$ cat src/rtl/mem_access_unit_if.sv
// mem_access_unit_if: request/response handshake plus the RAM port of the
// MEM-stage load/store front end. The slave modport is the unit itself; the
// master modport is the requester side that also owns the RAM.
interface mem_access_unit_if #(
  parameter int ADDR_W = 9
);
  // Request channel
  logic              req_valid;
  logic              req_ready;
  logic              req_rw;
  logic [31:0]       req_addr;
  logic [1:0]        req_size;
  logic              req_se;
  logic [31:0]       req_wdata;
  // Response channel
  logic              resp_valid;
  logic              resp_ready;
  logic [31:0]       resp_rdata;
  logic              resp_fault;
  // RAM port (level-sensitive)
  logic [ADDR_W-1:0] ram_a;
  logic [31:0]       ram_di;
  logic [1:0]        ram_size;
  logic              ram_rw;
  logic              ram_e;
  logic              ram_se;
  logic [31:0]       ram_do;

  modport slave (
    input  req_valid, req_rw, req_addr, req_size, req_se, req_wdata,
    input  resp_ready, ram_do,
    output req_ready, resp_valid, resp_rdata, resp_fault,
    output ram_a, ram_di, ram_size, ram_rw, ram_e, ram_se
  );

  modport master (
    output req_valid, req_rw, req_addr, req_size, req_se, req_wdata,
    output resp_ready, ram_do,
    input  req_ready, resp_valid, resp_rdata, resp_fault,
    input  ram_a, ram_di, ram_size, ram_rw, ram_e, ram_se
  );
endinterface

$ cat src/rtl/mem_access_unit.sv
// mem_access_unit: one-at-a-time load/store front end for the byte-addressed
// data RAM. Each accepted request is range/size checked, then presented to the
// RAM from registers for exactly one cycle (ACCESS); the load data is captured
// and returned as a registered response with a fault flag.
// Optional build macro: MEM_ACCESS_ALIGN_CHECK_EN (adds halfword/word
// alignment faults; without it misaligned accesses go to the RAM as-is).
module mem_access_unit #(
  parameter int ADDR_W    = 9,
  parameter int MEM_BYTES = 512
) (
  input  logic               clk,
  input  logic               rst_n,
  mem_access_unit_if.slave   bus
);

  // End-address arithmetic is two bits wider than the RAM address so that
  // addr + nbytes - 1 cannot wrap back into range.
  localparam int EXT_W = ADDR_W + 2;
  localparam logic [EXT_W-1:0] LAST_BYTE = EXT_W'(MEM_BYTES - 1);

  typedef enum logic [1:0] {
    IDLE   = 2'd0,
    ACCESS = 2'd1,
    RESP   = 2'd2
  } state_t;

  state_t            state_q, state_d;
  logic              accept;
  logic              fault_d;
  logic [EXT_W-1:0]  nbytes_m1;
  logic [EXT_W-1:0]  end_addr;

  logic              rw_q;
  logic [ADDR_W-1:0] addr_q;
  logic [1:0]        size_q;
  logic              se_q;
  logic [31:0]       wdata_q;
  logic              fault_q;
  logic [31:0]       rdata_q;
  logic              access;

  // Request fault decode: illegal size, out-of-range address, optional misalignment
  always_comb begin
    nbytes_m1 = '0;
    case (bus.req_size)
      2'b01:   nbytes_m1 = EXT_W'(1);
      2'b10:   nbytes_m1 = EXT_W'(3);
      default: nbytes_m1 = '0;
    endcase
    end_addr = {2'b00, bus.req_addr[ADDR_W-1:0]} + nbytes_m1;
    fault_d  = (bus.req_size == 2'b11) || (|bus.req_addr[31:ADDR_W]) ||
               (end_addr > LAST_BYTE);
`ifdef MEM_ACCESS_ALIGN_CHECK_EN
    if ((bus.req_size == 2'b01) && bus.req_addr[0])
      fault_d = 1'b1;
    if ((bus.req_size == 2'b10) && (bus.req_addr[1:0] != 2'b00))
      fault_d = 1'b1;
`endif
  end

  // State register; reset drops the FSM (and therefore ram_e) to IDLE immediately
  always_ff @(posedge clk or negedge rst_n) begin
    if (!rst_n) state_q <= IDLE;
    else        state_q <= state_d;
  end

  // Next-state logic; faulting requests skip ACCESS and go straight to RESP
  always_comb begin
    state_d = state_q;
    accept  = 1'b0;
    case (state_q)
      IDLE: begin
        if (bus.req_valid) begin
          accept  = 1'b1;
          state_d = fault_d ? RESP : ACCESS;
        end
      end
      ACCESS:  state_d = RESP;
      RESP:    if (bus.resp_ready) state_d = IDLE;
      default: state_d = IDLE;
    endcase
  end

  // Latch the request on accept, capture load data at the end of ACCESS
  always_ff @(posedge clk or negedge rst_n) begin
    if (!rst_n) begin
      rw_q    <= 1'b0;
      addr_q  <= '0;
      size_q  <= 2'b00;
      se_q    <= 1'b0;
      wdata_q <= '0;
      fault_q <= 1'b0;
      rdata_q <= '0;
    end else if (accept) begin
      rw_q    <= bus.req_rw;
      addr_q  <= bus.req_addr[ADDR_W-1:0];
      size_q  <= bus.req_size;
      se_q    <= bus.req_se;
      wdata_q <= bus.req_wdata;
      fault_q <= fault_d;
      rdata_q <= '0;
    end else if (state_q == ACCESS) begin
      rdata_q <= rw_q ? 32'h0 : bus.ram_do;
    end
  end

  // RAM port is a decode of the state register and latched fields only, so
  // nothing on req_* can ever reach the RAM combinationally.
  assign access       = (state_q == ACCESS);
  assign bus.ram_e    = access;
  assign bus.ram_a    = access ? addr_q  : '0;
  assign bus.ram_di   = access ? wdata_q : '0;
  assign bus.ram_size = access ? size_q  : 2'b00;
  assign bus.ram_rw   = access & rw_q;
  assign bus.ram_se   = access & se_q;

  assign bus.req_ready  = (state_q == IDLE);
  assign bus.resp_valid = (state_q == RESP);
  assign bus.resp_rdata = rdata_q;
  assign bus.resp_fault = fault_q;

endmodule

$ cat src/flat_wrapper.sv
// flat-port wrapper written by rule: the top's interface ports become plain ports
module mem_access_unit_flat 
#(
  parameter int ADDR_W    = 9,
  parameter int MEM_BYTES = 512
)
  (clk, rst_n, bus_req_valid, bus_req_rw, bus_req_addr, bus_req_size, bus_req_se, bus_req_wdata, bus_resp_ready, bus_ram_do, bus_req_ready, bus_resp_valid, bus_resp_rdata, bus_resp_fault, bus_ram_a, bus_ram_di, bus_ram_size, bus_ram_rw, bus_ram_e, bus_ram_se);
  mem_access_unit_if #(.ADDR_W(ADDR_W)) bus_i ();
  input  logic clk;
  input  logic rst_n;
  input wire logic [$bits(bus_i.req_valid)-1:0] bus_req_valid;
  input wire logic [$bits(bus_i.req_rw)-1:0] bus_req_rw;
  input wire logic [$bits(bus_i.req_addr)-1:0] bus_req_addr;
  input wire logic [$bits(bus_i.req_size)-1:0] bus_req_size;
  input wire logic [$bits(bus_i.req_se)-1:0] bus_req_se;
  input wire logic [$bits(bus_i.req_wdata)-1:0] bus_req_wdata;
  input wire logic [$bits(bus_i.resp_ready)-1:0] bus_resp_ready;
  input wire logic [$bits(bus_i.ram_do)-1:0] bus_ram_do;
  output wire logic [$bits(bus_i.req_ready)-1:0] bus_req_ready;
  output wire logic [$bits(bus_i.resp_valid)-1:0] bus_resp_valid;
  output wire logic [$bits(bus_i.resp_rdata)-1:0] bus_resp_rdata;
  output wire logic [$bits(bus_i.resp_fault)-1:0] bus_resp_fault;
  output wire logic [$bits(bus_i.ram_a)-1:0] bus_ram_a;
  output wire logic [$bits(bus_i.ram_di)-1:0] bus_ram_di;
  output wire logic [$bits(bus_i.ram_size)-1:0] bus_ram_size;
  output wire logic [$bits(bus_i.ram_rw)-1:0] bus_ram_rw;
  output wire logic [$bits(bus_i.ram_e)-1:0] bus_ram_e;
  output wire logic [$bits(bus_i.ram_se)-1:0] bus_ram_se;
  assign bus_i.req_valid = bus_req_valid;
  assign bus_i.req_rw = bus_req_rw;
  assign bus_i.req_addr = bus_req_addr;
  assign bus_i.req_size = bus_req_size;
  assign bus_i.req_se = bus_req_se;
  assign bus_i.req_wdata = bus_req_wdata;
  assign bus_i.resp_ready = bus_resp_ready;
  assign bus_i.ram_do = bus_ram_do;
  assign bus_req_ready = bus_i.req_ready;
  assign bus_resp_valid = bus_i.resp_valid;
  assign bus_resp_rdata = bus_i.resp_rdata;
  assign bus_resp_fault = bus_i.resp_fault;
  assign bus_ram_a = bus_i.ram_a;
  assign bus_ram_di = bus_i.ram_di;
  assign bus_ram_size = bus_i.ram_size;
  assign bus_ram_rw = bus_i.ram_rw;
  assign bus_ram_e = bus_i.ram_e;
  assign bus_ram_se = bus_i.ram_se;
  mem_access_unit #(.ADDR_W(ADDR_W), .MEM_BYTES(MEM_BYTES)) u_core (.clk(clk), .rst_n(rst_n), .bus(bus_i));
endmodule
$ cat config.mk
export PLATFORM = sky130hd
export DESIGN_NAME = mem_access_unit_flat
export DESIGN_NICKNAME = d
export VERILOG_FILES = /design/src/rtl/mem_access_unit_if.sv /design/src/rtl/mem_access_unit.sv /design/src/flat_wrapper.sv
export SDC_FILE = /design/constraint.sdc
export NUM_CORES = 1
export LEC_CHECK = 0
export CORE_MARGIN = 10
export CORE_UTILIZATION = 35
export CTS_CLUSTER_SIZE = 12
export DETAILED_ROUTE_END_ITERATION = 7
export PLACE_DENSITY = 0.73
export SLEW_MARGIN = 20
export SYNTH_ARGS = -nofsm -noshare
export SYNTH_HDL_FRONTEND = slang
export SYNTH_SLANG_ARGS = --single-unit
$ cat constraint.sdc
create_clock -name clk -period 1.8 [get_ports clk]
set_input_delay 0.36 -clock clk [delete_from_list [all_inputs] [get_ports clk]]
set_output_delay 0.36 -clock clk [all_outputs]
set_load 0.01 [all_outputs]
Yosys cells after proc, flatten, opt, wreduce, memory -nomap -nowiden
Cells that the tools add are included.

Order comparisons: 1. Reduce and logical (&&, ||, !) cells: 6. Bitwise operators: 2. Add/sub/neg operators: 1. Equal/unequal tests: 7. Muxes and demuxes: 13.

Operators by type and width (number): two-way mux 32 bit (4); OR reduction 23 bit (1); greater-than comparator 11 x 9 -> 1 bit (second input constant) (1); adder 9 x 2 -> 10 bit (1); two-way mux 9 bit (1); two-way mux 2 bit (4); == test 2 bit (second input constant) (3); case mux 2 bit (3 select lines) (1); == test 2 x 1 -> 1 bit (second input constant) (2); != test 2 bit (second input constant) (2); case mux 2 bit (2 select lines) (1); AND 1 bit (2); zero test 2 bit (1); logical OR 1 bit (2); two-way mux 1 bit (2); AND reduction 2 bit (1); nonzero test 2 bit (1).

Register bits: 80. Output and inout bits: 81.

Longest topological paths before layout
Gate-level depths: netlist of run 1.

Depth in word-level cells: 8. Gate-level depth with buffers: 8. Mapped depth without buffers: 8.

Worst setup path after synthesis of run 1
No wires, ideal clock.

Path type: input port to flip-flop. Start point: input bus_req_size[0]. End point: register u_core.fault_q (netlist: u_core.bus.resp_fault). Path buffers: 0. Slack: 322 ps. Stages on the path: 7. Data arrival time: 1351 ps. Setup time: 127 ps. Required time: 1673 ps. Cell sequence: inv_1 ha_1 ha_1 a21oi_1 nor3_1 nor4b_2 nor2_1.

Longest elaborated chain between the ends: 5. Elaborated cells between the ends (all ways): 8. Those cells by class: add/sub (1); order compare (1); eq/ne (3); mux (1); reduce/logical (2).

RTL lines: start: declaration (RTL line flat_wrapper.sv:14) `input wire logic [$bits(bus_i.req_size)-1:0] bus_req_size;`; == test 2 bit / == test 2 x 1 -> 1 bit (equally long branches) (RTL line mem_access_unit.sv:45) `case (bus.req_size)`; case mux 2 bit (2 select lines) (RTL line mem_access_unit.sv:45); adder 9 x 2 -> 10 bit (RTL line mem_access_unit.sv:50) `end_addr = {2'b00, bus.req_addr[ADDR_W-1:0]} + nbytes_m1;`; greater-than comparator 11 x 9 -> 1 bit (RTL line mem_access_unit.sv:52) `(end_addr > LAST_BYTE);`; logical OR 1 bit * (RTL line mem_access_unit.sv:51) `fault_d = (bus.req_size == 2'b11) || (|bus.req_addr[31:ADDR_W]) ||`; end signal: assignment (RTL line mem_access_unit.sv:100) `fault_q <= fault_d;`; end: declaration (RTL line mem_access_unit.sv:38) `logic fault_q;`.

Mark *: on every way between the ends. The rest lies on a longest branch, timed or not. A chain may end at the register's enable or synchronous reset.

Final worst setup path of run 1
Start point: register u_core.state_q[0]. End point: output bus_ram_di[21].

Longest elaborated chain between the ends: 2.

RTL lines: start: declaration (RTL line mem_access_unit.sv:27) `state_t state_q, state_d;`; start signal: assignment (RTL line mem_access_unit.sv:64) `else state_q <= state_d;`; == test 2 x 1 -> 1 bit (RTL line mem_access_unit.sv:109) `assign access = (state_q == ACCESS);`; two-way mux 32 bit (RTL line mem_access_unit.sv:112) `assign bus.ram_di = access ? wdata_q : '0;`; end: declaration (RTL line flat_wrapper.sv:24) `output wire logic [$bits(bus_i.ram_di)-1:0] bus_ram_di;`.

No other way between the ends.

==> out/results.txt, run 1 <==
Crit path capture type - output pin
# hold bufs at CTS - 0
Max-Cap Viols - 0
Startpoint Class - register
RSZ-0062 raised after global routing - yes
Rel. slew slack - 0.7086
CTS buffer count - 9
Ys Warns - 0
Final Hold Viols - 0
Vias - 2,787
N_diodes - 0
Die Width - 120.2 um
Worst R2R Path Depth - 6
Max FO, Critical Path - 9
Max clock buf depth - 2
Nets - 567
Reg clk slew, reported paths - 0.09 ns
Hold Path Class - in2async
Antenna-violating nets left - 0
Most Frequent Cell on Critical Path - buf_6
Most frequent cells in the layout - clkdlybuf4s50_1, dfrtp_1, buf_6
Setup TNS - -1.418 ns
Req. time, crit path - 1.44 ns
Sequential element share of the synthesized area - 0.5696
Post-Syn Nets - 357
Worst Setup SP - u_core.state_q[0]
Endpoints failing setup - 25
H-tree depth - 3
RR Endpoint - u_core.wdata_q[16]
CTS tree - yes
Outcome - finished with violations
Worst VDD drop - 0.4236 mV
Cell Rows - 36
Failing checks - negative setup slack
Root buffer cell - clkbuf_8
Starting DRT DRC Count - 92
Vias/cell - 4.668
Routed wire length - 11,690 um
CP Data Arrival Time - 1.53 ns
Dpl cells - 561
Flop2flop setup slack - 0.13 ns
IO Pins - 185
FFs w/ async S/R, synth - 1.000
Router iterations before antenna repair - 4
Distinct cells, synth - 28
Mapped Area - 3515 um2
Multi-input logic area - 1483 um2
Worst-Skew Late Latency - 0.35 ns
Number of enable flip-flop cells after synthesis - 0
Synthesized flop and latch total - 80
Routed len/inst - 19.57 um
P&R area growth vs syn - 75.26%
Minimum clock period - 1.885 ns
Register area - 2002 um2
First-pass GRT wire length - 17,860 um
Core area - 9774 um2
Critical-path cell list - nor2b_4 > buf_6 > buf_12 > buf_4 > and2_4 > buf_6
Crit-path slowest cell - dfrtp_1
Die Y - 120.2 um
DP HPWL - 8137 um
Most common cell after layout, fill and taps aside - clkdlybuf4s50_1
Post-route insts no fill - 597
Top_reg_cell synth - dfrtp_1
Final worst path period share - 1.047
Initial antenna violation count - 0
Worst setup path endpoint - bus_ram_di[21]
Layout cell share with drive strength beyond 1 - 0.3879
Port Buf Inserts - 184
Grt total ovfl - 0
Mapped Cells - 249
Reg2Reg Launch Point - u_core.state_q[0]
Remaining DRCs - 0
Max incr delay on CP - 0.39 ns
Initial core utilization - 0.3596
Clk sink count - 80
Pwr/cell area - 734.2 nW/um2
PnR worst setup slack - -0.08526 ns
Clock Skew - 0.01350 ns
Final GP Congestion - 0.7336
Number of max-slew violations in the final report - 0
Post-synthesis average cell area - 14.11 um2
Gr usage total - 0.1556
Least-Margin Pin Slew - 0.4371 ns
Largest net degree at the start of global routing - 81
Fill cell count - 774
Pleak - 2.800 nW
Area of the die - 14,450 um2
CP Class - reg2out
Fmax - 530.4 MHz
Overall Power - 0.004523 W
Vias in the first global route - 3,103
[critical path: cells and delay by family, from the launching register on]
family | cells | cell delay (ns)
buf+inv | 4 | 0.50
flops | 1 | 0.39
simple gates | 2 | 0.29
[layer usage]
layer / vias up / wire (um) / GRT usage
li1: 1301 / - / -
met1: 1385 / 4717 / 0.1839
met2: 91 / 6153 / 0.2658
met3: 10 / 665 / 0.04374
met4: 0 / 148 / 0.05430
met5: - / 0 / 0
[cells in the mapped netlist, drive strengths merged, types with 2 or more instances]
cell type	count	area share
dfrtp	80	0.57
and2	46	0.083
mux2	45	0.18
a22o	32	0.080
buf	10	0.027
clkbuf	7	0.0078
nor4	6	0.011
ha	4	0.014
nor2	3	0.0039
a21oi	2	0.0028
inv	2	0.0021
nand4	2	0.0036
nor2b	2	0.0036
[report_power, final]
part,leakage [nW],switching [W],total [W],internal [W]
logic,1.69,0.000241,0.000815,0.000574
registers,1.01,0.000154,0.00221,0.00206
clock network,0.106,0.000675,0.00149,0.000818
[registers in the layout (all words and copies together), names as in the netlist]
| register | cells |
|---|---|
| u_core.state_q | 2 |
| u_core.bus.resp_fault | 1 |
| u_core.addr_q | 9 |
| u_core.wdata_q | 32 |
| u_core.rw_q | 1 |
| u_core.size_q | 2 |
| u_core.se_q | 1 |
| u_core.bus.resp_rdata | 32 |
[final cells by class]
class | count | area share
sequential | 80 | 0.3250
tap | 133 | 0.02702
timing repair buffer | 216 | 0.3701
inverter | 2 | 0.001219
multi-input combinational | 150 | 0.2407
clock inverter | 5 | 0.01300
clock buffer | 11 | 0.02295
[logic make-up after synthesis]
family	after synthesis	share of synthesized area
and+or+nand+nor	64	0.1146
muxes	45	0.1752
buffers and inverters	19	0.03738
AOI/OAI and AO/OA	37	0.08900
adders and majority gates	4	0.01424
DFF	80	0.5696
[worst min-delay path by stage]
stage	endpoint	startpoint	depth (start not counted)
2_1_floorplan	u_core.addr_q[0]	rst_n	0
3_3_place_gp	u_core.wdata_q[4]	rst_n	2
3_5_place_dp	u_core.wdata_q[4]	rst_n	2
4_1_cts	u_core.wdata_q[4]	rst_n	2
5_1_grt	u_core.size_q[1]	rst_n	2
6_report	u_core.addr_q[7]	rst_n	2
[through the flow]
| step | area (um2) | hold WS (ns) | util | worst slack (ns) |
|---|---|---|---|---|
| final | 6160 | 0.03698 | 0.6302 | -0.08526 |
| after CTS | 5961 | 0.04387 | 0.6098 | -0.1366 |
| after detailed placement | 5583 | 0.4235 | 0.5712 | -0.3649 |
| after floorplan | 3515 | 0.06441 | - | 0.3218 |
| after global placement | 5583 | 0.4133 | 0.5712 | -0.2627 |
| after global routing | 6160 | 0.06448 | 0.6302 | -0.1455 |
[what timing repair did]
item | 4_1_cts | 5_1_grt
gates cloned | 5 | 0
resized for setup | 233 | 48
buffers inserted | 11 | 4
endpoints found under the setup margin | 48 | 49
pin swaps | 14 | 11
Power figures use the tool's default switching activity.
==> inputs of run 2 (changes only) <==
- ABC_CLOCK_PERIOD_IN_PS: unset -> 1800
==> results of run 2 <==
No change in the layout: final DEF, timing and power equal those of run 1.
